===== src/rtl/soc_cpu_mul_pkg.sv =====
// Shared types and defaults for the CPU two-pass multiply sequencer.
//   mul_state_t : sequencer state encoding (IDLE, PASS1, PASS2, RESP)
//   MUL_LAT_DEF : default multiply-cell latency in cycles
//   MUL_TAG_W   : default destination-tag width
package soc_cpu_mul_pkg;

  localparam int unsigned MUL_LAT_DEF = 1;
  localparam int unsigned MUL_TAG_W   = 5;
  localparam int unsigned MUL_DATA_W  = 32;
  // Wide enough to hold any supported MUL_LAT (1..3)
  localparam int unsigned MUL_CNT_W   = 2;

  typedef enum logic [1:0] {
    ST_IDLE  = 2'd0,
    ST_PASS1 = 2'd1,
    ST_PASS2 = 2'd2,
    ST_RESP  = 2'd3
  } mul_state_t;

endpackage : soc_cpu_mul_pkg


===== src/rtl/soc_cpu_mul_seq.sv =====
// Two-pass sequencer for the CPU 32x32->32 multiply. Drives the external
// 32x16 multiply cell once with B[15:0] and once with B[31:16] (the second
// pass is skipped when B[31:16] is zero), then returns the low 32 bits of A*B.
// Ports:
//   clk, reset_n                 : clock, synchronous active-low reset
//   req_valid/req_ready          : request handshake
//   req_src1, req_src2, req_tag  : operands A, B and destination tag
//   flush                        : kill the in-flight operation
//   M_mul_src1, M_mul_src2       : operands driven to the multiply cell
//   M_mul_cell_result            : partial product from the cell
//   rsp_valid/rsp_ready          : response handshake
//   rsp_result, rsp_tag          : low 32 bits of A*B and its tag
//   busy                         : sequencer not idle
module soc_cpu_mul_seq
  import soc_cpu_mul_pkg::*;
#(
  parameter int unsigned DATA_W  = MUL_DATA_W,
  parameter int unsigned TAG_W   = MUL_TAG_W,
  parameter int unsigned MUL_LAT = MUL_LAT_DEF
) (
  input  logic              clk,
  input  logic              reset_n,
  input  logic              req_valid,
  output logic              req_ready,
  input  logic [DATA_W-1:0] req_src1,
  input  logic [DATA_W-1:0] req_src2,
  input  logic [TAG_W-1:0]  req_tag,
  input  logic              flush,
  output logic [DATA_W-1:0] M_mul_src1,
  output logic [DATA_W-1:0] M_mul_src2,
  input  logic [DATA_W-1:0] M_mul_cell_result,
  output logic              rsp_valid,
  input  logic              rsp_ready,
  output logic [DATA_W-1:0] rsp_result,
  output logic [TAG_W-1:0]  rsp_tag,
  output logic              busy
);

  localparam int unsigned HALF_W = DATA_W / 2;
  localparam int unsigned CNT_W  = MUL_CNT_W;
  localparam logic [CNT_W-1:0] CNT_LOAD = CNT_W'(MUL_LAT);

  mul_state_t          state_q;
  logic [CNT_W-1:0]    cnt_q;
  logic [HALF_W-1:0]   b_hi_q;
  logic [DATA_W-1:0]   acc_q;
  logic [DATA_W-1:0]   src1_q;
  logic [DATA_W-1:0]   src2_q;
  logic [DATA_W-1:0]   result_q;
  logic [TAG_W-1:0]    tag_q;
  logic                rsp_valid_q;
  logic                busy_q;

  logic                accept_c;
  logic                capture_c;

  // Accept in IDLE, or in RESP when the current result leaves this cycle
  assign req_ready = reset_n && !flush &&
                     ((state_q == ST_IDLE) || ((state_q == ST_RESP) && rsp_ready));
  assign accept_c  = req_valid && req_ready;
  // Cell output is valid once the latency countdown has expired
  assign capture_c = (cnt_q == '0);

  // Sequencer state, operand and result registers
  always_ff @(posedge clk) begin
    if (!reset_n) begin
      state_q     <= ST_IDLE;
      cnt_q       <= '0;
      b_hi_q      <= '0;
      acc_q       <= '0;
      src1_q      <= '0;
      src2_q      <= '0;
      result_q    <= '0;
      tag_q       <= '0;
      rsp_valid_q <= 1'b0;
      busy_q      <= 1'b0;
    end else if (accept_c) begin
      // Covers both IDLE accept and back-to-back accept during RESP handshake
      src1_q      <= req_src1;
      src2_q      <= req_src2;
      b_hi_q      <= req_src2[DATA_W-1:HALF_W];
      tag_q       <= req_tag;
      cnt_q       <= CNT_LOAD;
      state_q     <= ST_PASS1;
      rsp_valid_q <= 1'b0;
      busy_q      <= 1'b1;
    end else begin
      case (state_q)
        ST_IDLE: begin
          rsp_valid_q <= 1'b0;
          busy_q      <= 1'b0;
        end
        ST_PASS1: begin
          if (flush) begin
            state_q <= ST_IDLE;
            busy_q  <= 1'b0;
          end else if (!capture_c) begin
            cnt_q <= cnt_q - CNT_W'(1);
          end else begin
            acc_q <= M_mul_cell_result;
            if (b_hi_q == '0) begin
              // High half of B is zero: first partial product is the answer
              result_q    <= M_mul_cell_result;
              state_q     <= ST_RESP;
              rsp_valid_q <= 1'b1;
            end else begin
              src2_q  <= {{HALF_W{1'b0}}, b_hi_q};
              cnt_q   <= CNT_LOAD;
              state_q <= ST_PASS2;
            end
          end
        end
        ST_PASS2: begin
          if (flush) begin
            state_q <= ST_IDLE;
            busy_q  <= 1'b0;
          end else if (!capture_c) begin
            cnt_q <= cnt_q - CNT_W'(1);
          end else begin
            // A*B mod 2^32 = A*B_lo + (A*B_hi << 16), both terms mod 2^32
            result_q    <= acc_q + (M_mul_cell_result << HALF_W);
            state_q     <= ST_RESP;
            rsp_valid_q <= 1'b1;
          end
        end
        ST_RESP: begin
          // A flush also ends RESP; result is dropped if not yet taken
          if (flush || rsp_ready) begin
            state_q     <= ST_IDLE;
            rsp_valid_q <= 1'b0;
            busy_q      <= 1'b0;
          end
        end
        default: begin
          state_q     <= ST_IDLE;
          rsp_valid_q <= 1'b0;
          busy_q      <= 1'b0;
        end
      endcase
    end
  end

  assign M_mul_src1 = src1_q;
  assign M_mul_src2 = src2_q;
  assign rsp_valid  = rsp_valid_q;
  assign rsp_result = result_q;
  assign rsp_tag    = tag_q;
  assign busy       = busy_q;

endmodule : soc_cpu_mul_seq


===== config.mk =====
export PLATFORM = sky130hd
export DESIGN_NAME = soc_cpu_mul_seq
export DESIGN_NICKNAME = d
export VERILOG_FILES = /design/src/rtl/soc_cpu_mul_pkg.sv /design/src/rtl/soc_cpu_mul_seq.sv
export SDC_FILE = /design/constraint.sdc
export NUM_CORES = 1
export LEC_CHECK = 0
export ABC_AREA = 0
export BUFFER_PORTS_ARGS = -buffer_cell sky130_fd_sc_hd__buf_2
export CAP_MARGIN = 20
export CORE_ASPECT_RATIO = 2
export CORE_MARGIN = 8
export CORE_UTILIZATION = 52
export DETAILED_ROUTE_END_ITERATION = 8
export GPL_ROUTABILITY_DRIVEN = 0
export PLACE_DENSITY = 0.88
export SLEW_MARGIN = 30
export SYNTH_ARGS = -nofsm -noshare
export SYNTH_HDL_FRONTEND = slang
export SYNTH_SLANG_ARGS = --single-unit
export TNS_END_PERCENT = 10

===== constraint.sdc =====
create_clock -name clk -period 3.05 [get_ports clk]
set_clock_uncertainty 0.15 [all_clocks]
set_input_delay 0.305 -clock clk [delete_from_list [all_inputs] [get_ports clk]]
set_output_delay 0.305 -clock clk [all_outputs]
set_load 0.03 [all_outputs]

==> results.md <==
* Share of post-route cells with drive strength above 1 at roughly a quarter
* Fraction of synthesized area in multiplexers at about 4%
* Max cap viols at 0
* Fin crit share at just under 90%
* Nets at 1166
* P_sw at around 1600 µW
* Top FF cell, synth: dfxtp_1
* Crit-path slowest cell: fa_1
* Synth unique cells at 58
* Detailed-route vias per instance at 5.71
* Register clock-pin slew on the reported worst setup and hold paths at ~0.070 ns
* CTS HTree Levels at 4
* Slew Limit Fails at 0
* Adder-Cell Fraction of Synth Area at 3.66%
* Syn_nets at ~930
* CP Class: reg -> reg
* FMAX at between 0.3 and 0.4 GHz
* Internal at ~3800 µW
* Sequential share of the synthesized area at between 40 and 50%
* Post-detail-place hpwl at around 15 mm
* Status: complete, no violations
* First-pass GRT wire length at approximately 36 mm
* Final-report setup violation count at 0
* Fin util at approximately 69%
* Post-route cell area at about 9300 µm²
* Synth Register Bits at between 150 and 200
* Crit path launch: acc_q[16]
* Static leakage at between 0.004 and 0.005 µW
* Worst Tran Pin Value at approximately 0.91 ns
* Place WS at 0.353 ns
* Area growth, synth to finish at 31.4%
* Most common cell after layout, fill and taps aside: nand2_1
* # resized after CTS at 0
* Peak supply drop at roughly 0.44 mV
* Reg2reg end: rsp_result[28]
* Sequential cell fraction of total power at about two fifths
* Setup TNS at 0 ns
* Reg-to-reg setup timing slack at 0.38 ns
* Worst hold path type: in -> reg
* Req. time, crit path at 3.19 ns
* CTS Hold Buffers Added at 53
* Post-synthesis xor/xnor area fraction at around 1.1%
* Pwr Density at 574 nW/µm²
* Final Hold Violating Endpoints at 0
* Port bufs at roughly 210
* Clock Power Share at 40.9%
* Core area at 13400 µm²
* Worst setup path end: rsp_result[28]
* Ys Warns at 0
* Minimum clock period at roughly 2.7 ns
* Largest family of logic cells by synthesized area: compound AO/OA/AOI/OAI gates
* Worst path arrival time at approximately 2.8 ns
* Residual DRC at 0
* Vias in the first global route at 7117
* Number of cell rows at 60
* FF-to-FF Start: acc_q[16]
* Crit end category: flip-flop
* Largest net degree at the start of global routing at 97
* GRT overflow at 0
* CTS tree: done
* Critical Path Max Stage Delay at ~0.45 ns
* Inserted Clock Buffers at 17
* EDFF count, synth at 0
* Root buf cell: clkbuf_16
* Die Y at about 180 µm
* Synthesized cell area at a little over 7000 µm²
* Setup repair bufs after CTS at 0
* Total power at around 5300 µW
* Total track usage at between 20 and 30%
* Most frequent cells in the layout: nand2_1 (229), buf_2 (208), dfxtp_1 (155)
* Synth Area in Simple Gates at between 10% and 20%
* Drt pass-1 iters at 7
* Synthesized area per cell at 8.80 µm²
* Max_slew headroom at 39.5%
* Synth Instances at between 800 and 900
* Clk Latency, worst-skew pair at roughly 0.42 ns
* Total Wirelength at roughly 23 mm
* Final WS setup at around 0.38 ns
* Ports at 210
* Clock Path Buffers at 2
* R2R cell count at 8
* Comb power frac at around 18%
* CP Cell Sequence: ha_1 -> fa_1 -> a211oi_1 -> o21ai_0 -> and2_1 -> a31oi_1 -> xnor2_1 -> o211ai_1
* Synth Area in Compound Gates at between 20% and 30%
* Routed WL per cell at roughly 19 µm
* Die Footprint at 17800 µm²
* Antenna violations before repair at 1
* Antenna-violating nets left at 0
* Max FO, Critical Path at 5
* Initial DRC Count at a little over 300
* Element type at the critical path start: flip-flop
* Clock sink count at approximately 160
* Net Sw Frac at between 20 and 30%
* DP Area at 8120 µm²
* Starting density of the core at a little over half
* Post-synthesis async set-or-reset flop share at 0%
* Via count of the routed design at 6912
* RSZ-0062 raised after global routing: false
* Die Span X at a little under 100 µm
==> metal layers <==
metal  track usage, %  vias to the layer above  part of all wire, %
li1                 -                     3262                    -
met1             22.7                     3269                   33
met2             47.7                      298                   56
met3             6.39                       83                  6.2
met4             15.5                        0                  4.9
met5                0                        -                    0
==> cell type report <==
class	count	area [µm²]
diodes	2	5.00
repair buffers	275	1690
inverters	7	26.3
well taps	155	194
clock inverters	13	153
clock buffers	19	453
flip-flops and latches	155	3100
multi-input cells	584	3640
fillers	1011	4100
==> state kept, by name, summed over array words and instances, names as in the netlist <==
register    count
state_q         2
busy            1
M_mul_src1     32
b_hi_q         16
M_mul_src2     32
rsp_valid       1
acc_q          32
cnt_q           2
rsp_result     32
rsp_tag         5
==> power groups by stage <==
stage	clock network, µW	registers [µW]	logic [µW]
floorplan	0	2380	449
CTS	2190	2190	935
detailed placement	0	2240	876
global placement	0	2230	860
global route	2280	2200	1010
finish	2180	2190	945
==> cells by family after synthesis <==
group                    Yosys count
AO/OA/AOI/OAI                    219
XOR/XNOR                           9
adder cells (fa/ha/maj)           20
buffers and inverters             62
flip-flops                       155
multiplexers                      28
AND/OR/NAND/NOR                  308
==> through the flow <==
stage | instances | hold slack (ns)
final | 1210 | 0.0129
after global routing | 1209 | 0.0123
after CTS | 1208 | 0.000250
after detailed placement | 1123 | 0.298
after global placement | 1123 | 0.288
after floorplan | 801 | 0.285
==> cell usage after synthesis (all sizes together), types with 3 or more instances <==
master  number  area, µm²
a211oi       4       30.0
a21boi     104        781
a21o         3       22.5
a21oi       22        118
a222oi      10        100
a31oi        7       65.1
and2         3       18.8
buf         26        183
clkbuf      29        109
dfxtp      155       3100
ha          19        238
inv          7       26.3
mux2i       26        260
nand2      229        860
nand2b       4       25.0
nand3       12       60.1
nand3b       4       30.0
nand4        7       50.1
nor2        23       88.8
nor2b       14       87.6
nor3         3       20.0
nor4         5       56.3
o211a       27        270
o211ai       6       58.8
o21a         4       30.0
o21ai       20        108
xnor2        6       52.6
xor2         3       26.3
==> worst max-delay path: cells and delay by family (launching register included) <==
kind                       cells  cell delay [ns]
adders and majority gates      2             0.68
and+or+nand+nor                1             0.26
xor gates and xnor gates       1             0.14
AOI/OAI and AO/OA              4             1.00
DFF                            1             0.32
==> worst min path at each step <==
stage,startpoint,to,cells past startpoint
2_1_floorplan,acc_q[10],acc_q[10],2
6_report,req_src1[6],M_mul_src1[6],3
5_1_grt,req_src1[10],M_mul_src1[10],3
3_3_place_gp,M_mul_src2[29],M_mul_src2[29],2
3_5_place_dp,acc_q[8],acc_q[8],2
4_1_cts,req_src2[8],M_mul_src2[8],3
(Power assumes the default switching activity.)
